[src/rtl/cdb_wakeup_rs.sv]
// Reservation station that snoops a multi-lane CDB tag broadcast to wake source
// operands and issues the oldest fully ready entry through a registered issue port.
module cdb_wakeup_rs #(
    parameter int RS_SIZE         = 4,
    parameter int SUPERSCALAR_WAY = 2,
    parameter int PHY_REG_NUM     = 8,
    localparam int TAG_W = $clog2(PHY_REG_NUM),
    localparam int CNT_W = $clog2(RS_SIZE + 1),
    localparam int IDX_W = (RS_SIZE > 1) ? $clog2(RS_SIZE) : 1
) (
    input  logic                               clk,
    input  logic                               reset_n,
    input  logic                               dispatch_en_i,
    input  logic [TAG_W-1:0]                   dispatch_dest_i,
    input  logic [TAG_W-1:0]                   dispatch_src1_i,
    input  logic                               dispatch_src1_rdy_i,
    input  logic [TAG_W-1:0]                   dispatch_src2_i,
    input  logic                               dispatch_src2_rdy_i,
    input  logic [SUPERSCALAR_WAY-1:0]         CDB_en_i,
    input  logic [SUPERSCALAR_WAY*TAG_W-1:0]   CDB_i,
    input  logic                               issue_stall_i,
    output logic                               issue_valid_o,
    output logic [TAG_W-1:0]                   issue_dest_o,
    output logic [TAG_W-1:0]                   issue_src1_o,
    output logic [TAG_W-1:0]                   issue_src2_o,
    output logic                               rs_full_o,
    output logic [CNT_W-1:0]                   rs_free_cnt_o
);

    logic [RS_SIZE-1:0]         valid_r;
    logic [RS_SIZE-1:0]         rdy1_r;
    logic [RS_SIZE-1:0]         rdy2_r;
    logic [TAG_W-1:0]           dest_r [RS_SIZE];
    logic [TAG_W-1:0]           src1_r [RS_SIZE];
    logic [TAG_W-1:0]           src2_r [RS_SIZE];
    // Bit (i*RS_SIZE + j) set means entry i is older than entry j.
    logic [RS_SIZE*RS_SIZE-1:0] older_r;

    logic                       issue_valid_r;
    logic [TAG_W-1:0]           issue_dest_r;
    logic [TAG_W-1:0]           issue_src1_r;
    logic [TAG_W-1:0]           issue_src2_r;
    logic                       rs_full_r;
    logic [CNT_W-1:0]           free_cnt_r;

    logic [RS_SIZE-1:0]         ready_s;
    logic                       sel_found_s;
    logic [IDX_W-1:0]           sel_idx_s;
    logic                       free_found_s;
    logic [IDX_W-1:0]           free_idx_s;
    logic                       load_en_s;
    logic                       issue_take_s;
    logic                       disp_acc_s;
    logic [RS_SIZE-1:0]         valid_next_s;
    logic                       byp1_s;
    logic                       byp2_s;

    function automatic logic cdb_hit(
        input logic [TAG_W-1:0]                 tag,
        input logic [SUPERSCALAR_WAY-1:0]       en,
        input logic [SUPERSCALAR_WAY*TAG_W-1:0] bus
    );
        logic hit;
        hit = 1'b0;
        for (int k = 0; k < SUPERSCALAR_WAY; k++) begin
            hit = hit | (en[k] & (bus[k*TAG_W +: TAG_W] == tag));
        end
        return hit;
    endfunction

    function automatic logic is_blocked(
        input int                         idx,
        input logic [RS_SIZE-1:0]         rdy,
        input logic [RS_SIZE*RS_SIZE-1:0] older
    );
        logic blk;
        blk = 1'b0;
        for (int j = 0; j < RS_SIZE; j++) begin
            blk = blk | (rdy[j] & older[j*RS_SIZE + idx]);
        end
        return blk;
    endfunction

    function automatic logic [CNT_W-1:0] pop_count(input logic [RS_SIZE-1:0] vec);
        logic [CNT_W-1:0] cnt;
        cnt = {CNT_W{1'b0}};
        for (int i = 0; i < RS_SIZE; i++) begin
            cnt = cnt + CNT_W'(vec[i]);
        end
        return cnt;
    endfunction

    assign ready_s      = valid_r & rdy1_r & rdy2_r;
    assign load_en_s    = ~issue_valid_r | ~issue_stall_i;
    assign issue_take_s = load_en_s & sel_found_s;
    assign disp_acc_s   = dispatch_en_i & ~rs_full_r & free_found_s;
    assign byp1_s       = dispatch_src1_rdy_i | cdb_hit(dispatch_src1_i, CDB_en_i, CDB_i);
    assign byp2_s       = dispatch_src2_rdy_i | cdb_hit(dispatch_src2_i, CDB_en_i, CDB_i);

    // Oldest-ready select: a ready entry with no older ready entry wins.
    always_comb begin
        sel_found_s = 1'b0;
        sel_idx_s   = {IDX_W{1'b0}};
        for (int i = 0; i < RS_SIZE; i++) begin
            if (ready_s[i] && !is_blocked(i, ready_s, older_r)) begin
                sel_found_s = 1'b1;
                sel_idx_s   = IDX_W'(i);
            end else begin
                sel_found_s = sel_found_s;
            end
        end
    end

    // Lowest-index free slot for dispatch.
    always_comb begin
        free_found_s = 1'b0;
        free_idx_s   = {IDX_W{1'b0}};
        for (int i = RS_SIZE - 1; i >= 0; i--) begin
            if (!valid_r[i]) begin
                free_found_s = 1'b1;
                free_idx_s   = IDX_W'(i);
            end else begin
                free_found_s = free_found_s;
            end
        end
    end

    // Occupancy after this edge: issued slot leaves, dispatched slot arrives.
    always_comb begin
        valid_next_s = valid_r;
        if (issue_take_s) begin
            valid_next_s[sel_idx_s] = 1'b0;
        end else begin
            valid_next_s = valid_next_s;
        end
        if (disp_acc_s) begin
            valid_next_s[free_idx_s] = 1'b1;
        end else begin
            valid_next_s = valid_next_s;
        end
    end

    // Entry storage: wakeup on every entry, dispatch write with bypass, age update.
    always_ff @(posedge clk or negedge reset_n) begin
        if (!reset_n) begin
            valid_r <= {RS_SIZE{1'b0}};
            rdy1_r  <= {RS_SIZE{1'b0}};
            rdy2_r  <= {RS_SIZE{1'b0}};
            older_r <= {(RS_SIZE*RS_SIZE){1'b0}};
            for (int i = 0; i < RS_SIZE; i++) begin
                dest_r[i] <= {TAG_W{1'b0}};
                src1_r[i] <= {TAG_W{1'b0}};
                src2_r[i] <= {TAG_W{1'b0}};
            end
        end else begin
            valid_r <= valid_next_s;
            for (int i = 0; i < RS_SIZE; i++) begin
                rdy1_r[i] <= rdy1_r[i] | cdb_hit(src1_r[i], CDB_en_i, CDB_i);
                rdy2_r[i] <= rdy2_r[i] | cdb_hit(src2_r[i], CDB_en_i, CDB_i);
            end
            if (disp_acc_s) begin
                dest_r[free_idx_s] <= dispatch_dest_i;
                src1_r[free_idx_s] <= dispatch_src1_i;
                src2_r[free_idx_s] <= dispatch_src2_i;
                rdy1_r[free_idx_s] <= byp1_s;
                rdy2_r[free_idx_s] <= byp2_s;
                // New entry is younger than everyone else.
                for (int j = 0; j < RS_SIZE; j++) begin
                    older_r[int'(free_idx_s)*RS_SIZE + j] <= 1'b0;
                    older_r[j*RS_SIZE + int'(free_idx_s)] <= (j != int'(free_idx_s));
                end
            end else begin
                older_r <= older_r;
            end
        end
    end

    // Issue register: loads the selection unless a valid issue is stalled.
    always_ff @(posedge clk or negedge reset_n) begin
        if (!reset_n) begin
            issue_valid_r <= 1'b0;
            issue_dest_r  <= {TAG_W{1'b0}};
            issue_src1_r  <= {TAG_W{1'b0}};
            issue_src2_r  <= {TAG_W{1'b0}};
        end else if (load_en_s) begin
            if (sel_found_s) begin
                issue_valid_r <= 1'b1;
                issue_dest_r  <= dest_r[sel_idx_s];
                issue_src1_r  <= src1_r[sel_idx_s];
                issue_src2_r  <= src2_r[sel_idx_s];
            end else begin
                issue_valid_r <= 1'b0;
            end
        end else begin
            issue_valid_r <= issue_valid_r;
        end
    end

    // Registered occupancy status derived from next-state occupancy.
    always_ff @(posedge clk or negedge reset_n) begin
        if (!reset_n) begin
            free_cnt_r <= CNT_W'(RS_SIZE);
            rs_full_r  <= 1'b0;
        end else begin
            free_cnt_r <= CNT_W'(RS_SIZE) - pop_count(valid_next_s);
            rs_full_r  <= (pop_count(valid_next_s) == CNT_W'(RS_SIZE));
        end
    end

    assign issue_valid_o = issue_valid_r;
    assign issue_dest_o  = issue_dest_r;
    assign issue_src1_o  = issue_src1_r;
    assign issue_src2_o  = issue_src2_r;
    assign rs_full_o     = rs_full_r;
    assign rs_free_cnt_o = free_cnt_r;

endmodule

[config.mk]
export PLATFORM = sky130hd
export DESIGN_NAME = cdb_wakeup_rs
export DESIGN_NICKNAME = d
export VERILOG_FILES = /design/src/rtl/cdb_wakeup_rs.sv
export SDC_FILE = /design/constraint.sdc
export NUM_CORES = 1
export LEC_CHECK = 0
export CORE_UTILIZATION = 50
export DETAILED_ROUTE_END_ITERATION = 8
export PLACE_DENSITY = 0.71
export SETUP_SLACK_MARGIN = 0.1
export SYNTH_ARGS = -nofsm -noshare
export SYNTH_HDL_FRONTEND = slang
export SYNTH_SLANG_ARGS = --single-unit
[constraint.sdc]
create_clock -name clk -period 3.81 [get_ports clk]
set_clock_uncertainty 0.1 [all_clocks]
set_input_delay 0.5715 -clock clk [delete_from_list [all_inputs] [get_ports clk]]
set_output_delay 0.5715 -clock clk [all_outputs]
set_load 0.02 [all_outputs]
# --- Word-level counts from Yosys, hierarchy flattened ---
# Index checks and enable logic that the tools add are counted.
totals:
  in_bits: 23
  wordCells: 250
  output_inout_bits: 14
  reg_bits: 78
classes:
  n_lt_le_gt_ge: 23
  reduce_logical: 21
  add_sub_neg: 10
  muxes: 60
  n_eq_ne: 24
  n_bitwise: 90
ops:
  columns: ["cell", "n"]
  rows:
  - ["$and 16x16->16", 4]
  - ["$bwmux 16", 4]
  - ["$eq 3x3->1", 20]
  - ["$not 16->16", 3]
  - ["$and 1x1->1", 39]
  - ["$bwmux 12", 3]
  - ["$or 1x1->1", 33]
  - ["$ge 5x1->1 const B", 5]
  - ["$lt 5x5->1 const B", 5]
  - ["$demux 1 s4", 6]
  - ["$mux 3", 7]
  - ["$mux 1", 20]
  - ["$bmux 3 s2", 3]
  - ["$mux 4", 4]
  - ["$not 13->16", 1]
  - ["$logic_and 1x1->1", 15]
  - ["$and 4x4->4", 3]
  - ["$mux 2", 6]
  - ["$add 4x2->5 const A", 2]
  - ["$add 4x2->5 const B", 2]
  - ["$lt 4x5->1 const B", 2]
  - ["$bwmux 4", 2]
  - ["$demux 1 s2", 4]
  - ["$ge 4x1->1 const B", 2]
  - ["21 further kinds", 33]

# --- Depth between registers and ports, before layout ---
depth:
  depth_word: 24
  ltp_mapped: 16

# --- Worst setup path after synthesis ---
# No wires, ideal clock.
synth_path:
  path_type: "register -> register"
  from: "reg valid_r[1]"
  to: "reg free_cnt_r[2] (netlist: rs_free_cnt_o[2])"
  stages_incl_launch_ff: 15
  setup_slack_ns: 0.678
  synth_period_minus_slack_ns: 3.132
  arrival_time_ns: 2.948
  setup_ns: 0.083
  cell_sequence: "dfrtp_1 > buf_2 > and3_1 > a221oi_1 > inv_1 > o41ai_1 > nand2_1 > ha_1 > inv_1 > fa_1 > inv_1 > ha_1 > inv_1 > ha_1 > ha_1"
synth_between:
  elab_chain_cells: 24
  elab_cells_between_ends: 58
  cone_classes: "add/sub (4); order compare (4); mux (17); bitwise (23); reduce/logical (10)"
synth_lines:
  columns: ["item", "line", "source"]
  rows:
  - ["from (decl)", "30", "logic [RS_SIZE-1:0] valid_r;"]
  - ["from (signal assigned)", "146", "valid_r <= {RS_SIZE{1'b0}};"]
  - ["from (signal assigned)", "156", "valid_r <= valid_next_s;"]
  - ["$and 4x4->4 (2 in series)", "93", "assign ready_s = valid_r & rdy1_r & rdy2_r;"]
  - ["$and 1x1->1", "79", "blk = blk | (rdy[j] & older[j*RS_SIZE + idx]);"]
  - ["$or 1x1->1 (3 in series)", "79", null]
  - ["$logic_not 1->1", "105", "if (ready_s[i] && !is_blocked(i, ready_s, older_r)) begin"]
  - ["$logic_and 1x1->1", "105", null]
  - ["$mux 1", "105", null]
  - ["$mux 2 (2 in series)", "105", null]
  - ["$lt 2x3->1 (implied by the code) / $ge 2x1->1 (equally long branches)", "132", "valid_next_s[sel_idx_s] = 1'b0;"]
  - ["[... 4 more ...]", null, null]
  - ["$and 4x4->4 (no source line)", null, null]
  - ["$mux 4", "131", "if (issue_take_s) begin"]
  - ["$or 4x4->4 (no source line)", null, null]
  - ["$mux 4 *", "136", "if (disp_acc_s) begin"]
  - ["net valid_next_s[0]", "54", "logic [RS_SIZE-1:0] valid_next_s;"]
  - ["$add 1x1->2 *", "88", "cnt = cnt + CNT_W'(vec[i]);"]
  - ["$add 3x1->3 * (2 in series)", "88", null]
  - ["$sub 3x3->3 *", "205", "free_cnt_r <= CNT_W'(RS_SIZE) - pop_count(valid_next_s);"]
  - ["to (signal assigned)", "202", "free_cnt_r <= CNT_W'(RS_SIZE);"]
  - ["to (signal assigned)", "205", null]
  - ["to (decl)", "44", "logic [CNT_W-1:0] free_cnt_r;"]
# Mark *: on every way through the listed nets, which the timed path passes. The rest lies on a longest branch.
# A chain may end at the register's enable or synchronous reset.

# --- Worst setup path in the final report ---
# Same ends and word-level chain as after synthesis.

==> impl_metrics.toml <==
[clock_network]
htree_levels = 3
cts_tree = "built"
cts.clk_slew.worst_paths_ns = 0.10
clk_root_buffer_cell = "clkbuf_8"
cts_resized = 0
cts_setup_buffers = 0
clock_path_buffers = 2
cts.sinks = 78
worstSkewPairLatency_ns = 0.36
numCtsBuffers = 9
ctsHoldBuffers = 0

[layout]
area_growth_pct = 13.0
nNetsFinal = 480
num-fill-cells = 725
num_antenna_cells = 0
drive_gt1_frac = 0.138
final_cells = 562
multi_input_area_um2 = 2050
register_area_um2 = 1950

[timing]
finalSetupViolCount = 0
fin_crit_sh = 0.876
timing.slew.headroom = 0.329
worst_slack_ns = 0.472
tns_ns = 0
worstMarginPinSlew_ns = 1.00
rsz0062_at_grt = "false"
slew_violations = 0
finalHoldViolations = 0
period_needed_ns = 3.34
max_freq_mhz = 300

[placed_design]
hpwlAfterDp_mm = 6.62
io_buffers = 36
place_ws_ns = 0.541
placed_cells = 546
place.gp.congestion = 0.917

[route]
remaining_drc_errors = 0
wl_per_cell_um = 17.9
dr.first_iter.drc_count = 173
first_pass_iters = 4
vias_per_cell = 5.56
routed_wl_mm = 10.1
postRouteAntennaNets = 0
via_count = 3123

[global_route]
busiest_layer = "met2"
grt-ovfl-total = 0
grtUsageMet1 = 0.339
use_met3 = 0.0445
grt_first_pass_wirelength_mm = 16.2
antenna_found_initial = 0
grt_max_degree = 79
use_met2 = 0.394
track_usage = 0.249
grt_pass1_vias = 3070

[critical_path]
crit_chain = "and3_1 > a22oi_1 > nand4b_1 > o21ai_1 > buf_4 > nor2_1 > a21oi_1 > ha_1 > inv_1 > fa_1 > inv_1 > ha_1 > inv_1 > ha_1 > ha_1"
slowest_delay_ns = 0.50
crit_fanout = 11
crit_family = "adder cells"
cp.required_ns = 3.99
cp-start-kind = "flip-flop"
rr_endpoint = "rs_free_cnt_o[2]"
r2r_start = "valid_r[1]"
crit_top_cell = "ha_1"
r2r_cells = 15
end_kind = "flip-flop"
rrSetupSlack_ns = 0.47
path_buf_inv = 4
arrival_ns = 3.52
crit_type = "reg -> reg"
critical_path.slowest_cell = "dfrtp_1"

[yosys]
synth_top_family_by_area = "simple AND/OR/NAND/NOR gates"
yosys-mux-area-fraction = 0.0745
syn_nets = 457
synth-main-ff-cell = "dfrtp_1"
syn_area_um2 = 4230
ys_async_sr_fraction = 1.00
synthDistinctLibCells = 46
synth-edff-count = 0
ys_seq_area_frac = 0.462
syn-instance-count = 429
yosys.area_share.simple = 0.178
yosys_warnings = 0
yosys.area_share.adder = 0.0166
ys_seq_elements = 78
avgSynthCellArea_um2 = 9.86
synth_compound_area_frac = 0.0911
synth_xor_area_frac = 0.124

[die]
rows = 33
start_util = 0.515
coreArea_um2 = 8220
io_pins = 37
dieArea_um2 = 8840
fp.dieH_um = 94.0
fp.dieW_um = 94.0

[flow_run]
drv_cap = 0

[power]
cellLeakagePower_nw = 2.09
power_density_nw_per_um2 = 925
ir_worst_vdd_mv = 0.352

[run_status]
status = "completed"

[min_path]
min_path_type = "in -> async"
-- cell usage after synthesis, types with 3 or more instances --
cell | n | share of area
xnor2_1 | 60 | 0.12
buf_6 | 3 | 0.0080
ha_1 | 4 | 0.012
mux2i_1 | 9 | 0.021
a31oi_1 | 8 | 0.012
o221ai_2 | 6 | 0.021
nand4_1 | 12 | 0.018
nand2_1 | 102 | 0.090
mux2_2 | 12 | 0.032
or2_2 | 9 | 0.013
nor2_1 | 20 | 0.018
a41oi_1 | 10 | 0.021
dfrtp_1 | 77 | 0.46
o221ai_1 | 3 | 0.0062
buf_2 | 8 | 0.0095
and2_1 | 6 | 0.0089
a21oi_1 | 6 | 0.0071
inv_1 | 16 | 0.014
clkbuf_1 | 16 | 0.014
nand3_1 | 3 | 0.0035
and3_1 | 4 | 0.0059
mux2_4 | 6 | 0.021
-- worst max path at each step --
stage          slack, ns               end          start  cells after the start
2_1_floorplan       0.68  rs_free_cnt_o[2]     valid_r[1]                     14
3_5_place_dp        0.54  rs_free_cnt_o[2]  issue_stall_i                     12
6_report            0.47  rs_free_cnt_o[2]     valid_r[1]                     15
5_1_grt             0.28  rs_free_cnt_o[2]     valid_r[1]                     15
3_3_place_gp        0.65  rs_free_cnt_o[2]  issue_stall_i                     12
4_1_cts             0.51  rs_free_cnt_o[2]     valid_r[1]                     15
-- per-stage QoR --
| step | power [mW] | cell area [µm²] | hold slack [ns] | util |
|---|---|---|---|---|
| after floorplan | 3.24 | 4230 | 0.176 | - |
| after global placement | 3.76 | 4610 | 0.354 | 0.561 |
| after detailed placement | 3.86 | 4610 | 0.358 | 0.561 |
| after CTS | 4.44 | 4780 | 0.300 | 0.582 |
| after global routing | 4.73 | 4780 | 0.337 | 0.582 |
| final | 4.42 | 4780 | 0.261 | 0.582 |
-- cell families after synthesis --
kind of cell,after synthesis
compound gates,45
xor+xnor,60
fa+ha+maj,5
buf+inv,47
flops,78
mux,27
simple gates,167
-- worst register-to-register path, stage by stage, from the launching register on --
cell and delay [ns]:
dfrtp_1 0.50, and3_1 0.25, a22oi_1 0.19, nand4b_1 0.14, o21ai_1 0.15, buf_4 0.27
nor2_1 0.11, a21oi_1 0.23, ha_1 0.28, inv_1 0.08, fa_1 0.17, inv_1 0.04
ha_1 0.27, inv_1 0.05, ha_1 0.17, ha_1 0.27
-- power breakdown --
| part | total, mW | switching [mW] | internal (mW) |
|---|---|---|---|
| clock network | 0.581 | 0.339 | 0.242 |
| registers | 1.59 | 0.370 | 1.22 |
| logic | 2.25 | 1.16 | 1.09 |
-- final cells by class --
class	instances	area share
clock buffer	9	0.0259
clock inverter	7	0.0112
inverter	16	0.0126
multi-input combinational	304	0.429
sequential	78	0.408
tap	105	0.0275
timing repair buffer	43	0.0858
-- per-layer routing --
layer	vias to the layer above	share of wire
li1	1470	-
met1	1535	0.45
met2	107	0.47
met3	11	0.064
met4	0	0.013
met5	-	0
-- cell usage in the layout (no fill, tap or decap), types with 2 or more instances in the layout --
master / n
a21o_1: 2
a21oi_1: 6
a22oi_1: 2
a31oi_1: 8
a41oi_1: 10
and2_1: 6
and3_1: 4
buf_4: 8
clkbuf_8: 9
clkdlybuf4s50_1: 35
clkinvlp_4: 3
dfrtp_1: 77
ha_1: 4
inv_1: 16
inv_6: 3
mux2_2: 12
mux2_4: 6
mux2i_1: 9
nand2_1: 102
nand2b_1: 2
nand3_1: 3
nand4_1: 12
nor2_1: 20
o21ai_0: 2
o221ai_1: 3
o221ai_2: 6
or2_2: 9
xnor2_1: 60
No activity file was read; power rests on OpenSTA's default activity.
